===== src/rtl/pattern_stream_tx.sv =====
// Serial pattern transmitter: shifts a latched WIDTH-bit pattern out MSB-first for a requested
// number of repetitions, with GAP idle cycles between repetitions and a one-cycle Done pulse.
module pattern_stream_tx #(
    parameter int unsigned WIDTH = 8,
    parameter int unsigned GAP   = 2,
    parameter int unsigned CNT_W = 4
) (
    input  logic             Clock,
    input  logic             Reset_n,
    input  logic             Start,
    input  logic [WIDTH-1:0] Pattern,
    input  logic [CNT_W-1:0] Repeat,
    output logic             Serial,
    output logic             Valid,
    output logic             Busy,
    output logic             Done,
    output logic [CNT_W-1:0] Rep_Left
);

    localparam int unsigned IDX_W = $clog2(WIDTH);
    localparam int unsigned GAP_W = (GAP > 1) ? $clog2(GAP) : 1;
    localparam logic [IDX_W-1:0] IDX_MAX  = IDX_W'(WIDTH - 1);
    localparam logic [GAP_W-1:0] GAP_LOAD = (GAP > 0) ? GAP_W'(GAP - 1) : '0;

    typedef enum logic [1:0] {StIdle, StSend, StGap, StDone} state_t;

    state_t           r_state;
    logic [WIDTH-1:0] r_pat;
    logic [IDX_W-1:0] r_idx;
    logic [GAP_W-1:0] r_gap_cnt;
    logic [CNT_W-1:0] r_rep_left;
    logic             r_serial;
    logic             r_valid;
    logic             r_busy;
    logic             r_done;

    logic             w_accept;
    logic [CNT_W-1:0] w_rep_load;

    assign w_accept   = Start && ((r_state == StIdle) || (r_state == StDone));
    assign w_rep_load = (Repeat == '0) ? CNT_W'(1) : Repeat;

    // r_idx always names the bit currently presented on Serial.
    always_ff @(posedge Clock or negedge Reset_n) begin
        if (!Reset_n) begin
            r_state    <= StIdle;
            r_pat      <= '0;
            r_idx      <= '0;
            r_gap_cnt  <= '0;
            r_rep_left <= '0;
            r_serial   <= 1'b0;
            r_valid    <= 1'b0;
            r_busy     <= 1'b0;
            r_done     <= 1'b0;
        end else begin
            case (r_state)
                StIdle, StDone: begin
                    if (w_accept) begin
                        r_state    <= StSend;
                        r_pat      <= Pattern;
                        r_idx      <= IDX_MAX;
                        r_gap_cnt  <= '0;
                        r_rep_left <= w_rep_load;
                        r_serial   <= Pattern[WIDTH-1];
                        r_valid    <= 1'b1;
                        r_busy     <= 1'b1;
                        r_done     <= 1'b0;
                    end else begin
                        r_state    <= StIdle;
                        r_rep_left <= '0;
                        r_serial   <= 1'b0;
                        r_valid    <= 1'b0;
                        r_busy     <= 1'b0;
                        r_done     <= 1'b0;
                    end
                end
                StSend: begin
                    if (r_idx != '0) begin
                        r_idx    <= r_idx - 1'b1;
                        r_serial <= r_pat[r_idx - 1'b1];
                    end else if (r_rep_left > CNT_W'(1)) begin
                        r_rep_left <= r_rep_left - 1'b1;
                        r_idx      <= IDX_MAX;
                        if (GAP == 0) begin
                            r_serial <= r_pat[WIDTH-1];
                        end else begin
                            r_state   <= StGap;
                            r_gap_cnt <= GAP_LOAD;
                            r_serial  <= 1'b0;
                            r_valid   <= 1'b0;
                        end
                    end else begin
                        r_state    <= StDone;
                        r_rep_left <= '0;
                        r_serial   <= 1'b0;
                        r_valid    <= 1'b0;
                        r_busy     <= 1'b0;
                        r_done     <= 1'b1;
                    end
                end
                StGap: begin
                    if (r_gap_cnt == '0) begin
                        r_state  <= StSend;
                        r_serial <= r_pat[WIDTH-1];
                        r_valid  <= 1'b1;
                    end else begin
                        r_gap_cnt <= r_gap_cnt - 1'b1;
                    end
                end
                default: begin
                    r_state <= StIdle;
                end
            endcase
        end
    end

    assign Serial   = r_serial;
    assign Valid    = r_valid;
    assign Busy     = r_busy;
    assign Done     = r_done;
    assign Rep_Left = r_rep_left;

endmodule


===== config.mk =====
export PLATFORM = sky130hd
export DESIGN_NAME = pattern_stream_tx
export DESIGN_NICKNAME = d
export VERILOG_FILES = /design/src/rtl/pattern_stream_tx.sv
export SDC_FILE = /design/constraint.sdc
export NUM_CORES = 1
export LEC_CHECK = 0
export CORE_ASPECT_RATIO = 1.5
export CORE_MARGIN = 10
export CORE_UTILIZATION = 28
export CTS_CLUSTER_SIZE = 10
export DETAILED_ROUTE_END_ITERATION = 10
export PLACE_DENSITY = 0.52
export SETUP_SLACK_MARGIN = 0.15
export SKIP_CTS_REPAIR_TIMING = 1
export SLEW_MARGIN = 10
export SYNTH_ARGS = -nofsm -noshare
export SYNTH_HDL_FRONTEND = slang
export SYNTH_SLANG_ARGS = --single-unit

===== constraint.sdc =====
create_clock -name Clock -period 1.9 [get_ports Clock]
set_input_delay 0.19 -clock Clock [delete_from_list [all_inputs] [get_ports Clock]]
set_output_delay 0.19 -clock Clock [all_outputs]
set_load 0.03 [all_outputs]

==> flow_summary_export.csv <==
group,metric,value,unit
floorplan,dieArea,7520,um2
cts,cts_sinks,22,
power,leakage,0.702,nW
synth,syn-num-nets,149,
floorplan,start_util,29.1,%
cts,root_buffer,"clkbuf_8",
timing,skew,0.00614,ns
routing,viasPerCell,5.21,
timing,whs,0.270,ns
setup_path,worst_r2r_endpoint,"Serial",
routing,dr.first_iter.drc_count,34,
final_layout,syn2layout_area_growth,34.4,%
setup_path,rr_startpoint,"r_idx[0]",
final_layout,drive_gt1_share,19.3,%
synth,synth_seq_cells,22,
global_route,grt_pass1_vias,1157,
setup_path,crit_required,2.04,ns
routing,drt-total-wl,3.20,mm
routing,drc,0,
timing,finalHoldViolations,0,
synth,synth_top_area_share,44.6,%
timing,fin_crit_sh,91.8,%
placed_design,placed_cells,200,
routing,routedWlPerCell,15.4,um
floorplan,num_io_pins,23,
final_layout,design_area,1660,um2
cts,numCtsBuffers,3,
outcome,status,"complete, no violations",
placed_design,gp_congestion,0.793,
final_layout,antennaDiodeCount,0,
setup_path,end_kind,"flop",
timing,tns,0,ns
routing,dr.pass1.iters,4,
timing,period_needed,1.74,ns
final_layout,most-common-layout-cells,"22 x dfrtp_1, 22 x clkdlybuf4s50_1, 12 x nor2_1, 11 x buf_4, 10 x inv_1",
synth,syn_avg_cell_area,9.64,um2
synth,synth.distinct_cells,31,
placed_design,hpwl,2.53,mm
timing,worst_slew_pin_slew,0.352,ns
min_path,hold_class,"in -> async",
routing,vias,1078,
global_route,gr-usage-all-layers,8.84,%
final_layout,nNetsFinal,183,
cts,clockBufferDepth,2,
power,irDropWorstVdd,0.000618,V
synth,synth.top_cells.by_area,"dfrtp_1 45%, mux2_2 6.4%, ha_1 6.1%",
timing,finalWorstSetupSlack,0.155,ns
setup_path,worstRegToRegCells,6,
global_route,grt_pass1_wl,5.42,mm
setup_path,arrival,1.89,ns
floorplan,rows,29,
job,max-cap-violations,0,
synth,synth_top_cell_by_area,"dfrtp_1",
power,p_total,2.70,mW
power,power.density,1630,nW/um2
synth,yosysSeqAreaShare,44.6,%
setup_path,rrSetupSlack,0.16,ns
setup_path,path_max_fanout,3,
floorplan,die-width,74.2,um
floorplan,core_area,4250,um2
timing,fmaxAchievable,0.573,GHz
synth,syn_inst,128,
routing,ant_nets,0,
timing,slew_headroom,76.3,%
final_layout,final_util,39.1,%
placed_design,place_ws,0.115,ns
timing,finalSetupViolCount,0,
cts,htree_num_levels,1,
placed_design,portBuffers,22,
global_route,grt_max_degree,23,
synth,yosysWarnings,0,
placed_design,dpl_cell_area,1560,um2
global_route,grt_overflow,0,
timing,rsz0062_at_grt,"yes",
cts,clk_latency,0.26,ns
floorplan,die_height,101,um
final_layout,instances_no_fill,207,
setup_path,critPathLaunchType,"flop",
synth,syn_area,1230,um2
setup_path,path_class,"reg -> reg",
timing,timing.final.max_slew_violations,0,
cts,cts_tree,"built",
cts,path_clk_slew,0.09,ns
global_route,antenna_found_initial,0,
==> critical path, stage by stage, from the launching register on <==
cell	delay, ns
dfrtp_1	0.38
inv_2	0.07
ha_4	0.16
ha_4	0.27
mux4_2	0.48
o211ai_1	0.16
a31oi_1	0.10
==> cell type report <==
type | count | area, um2
well taps | 46 | 57.6
fillers | 422 | 2590
flip-flops and latches | 22 | 551
clock buffers | 4 | 55.1
inverters | 11 | 41.3
repair buffers | 33 | 303
multi-input cells | 91 | 651
==> state kept, by name, summed over array words and instances (netlist names) <==
name,count
r_pat,8
Rep_Left,4
r_idx,3
r_state,2
Busy,1
Done,1
Serial,1
Valid,1
r_gap_cnt,1
==> power breakdown <==
| part | leakage [nW] | switching (mW) | internal [mW] |
|---|---|---|---|
| Combinational | 0.407 | 0.792 | 0.757 |
| Sequential | 0.267 | 0.146 | 0.663 |
| Clock | 0.0288 | 0.160 | 0.185 |
==> per-layer routing <==
layer	up-vias	part of all wire, %	GRT usage, %
met5	-	0	0
met4	0	1.1	3.02
met3	4	3.1	1.47
met2	20	56	16.1
met1	531	40	9.91
li1	523	-	-
==> worst max path at each step <==
stage | cells past startpoint | to | slack [ns] | from
6_report | 6 | Serial | 0.16 | r_idx[0]
3_5_place_dp | 6 | Serial | 0.12 | r_idx[1]
5_1_grt | 6 | Serial | 0.03 | r_idx[0]
4_1_cts | 6 | Serial | 0.1 | r_idx[1]
3_3_place_gp | 6 | Serial | 0.15 | r_idx[1]
2_1_floorplan | 6 | Serial | 0.13 | r_idx[0]
==> Yosys cell counts (all sizes together) <==
master / count
inv: 11
o21ai: 10
o21a: 1
a2bb2oi: 1
o22ai: 1
mux2: 8
dfrtp: 22
a32oi: 2
mux4: 1
ha: 6
buf: 4
nand3: 2
nor3: 3
a31oi: 4
nor2: 14
nand3b: 1
o211ai: 1
a311oi: 1
nor2b: 3
nand4b: 1
nand2b: 3
a21oi: 9
a211oi: 1
o31ai: 2
o31a: 1
mux2i: 2
o311a: 1
nand2: 10
o2bb2ai: 2
==> cells by family after synthesis <==
logic type      Yosys count  share of synthesized area, %
buf+inv                  15                          5.17
fa+ha+maj                 6                          6.09
flops                    22                          44.6
simple gates             37                          13.7
mux                      11                          11.4
compound gates           37                          19.1
No activity file was read; power rests on OpenSTA's default activity.
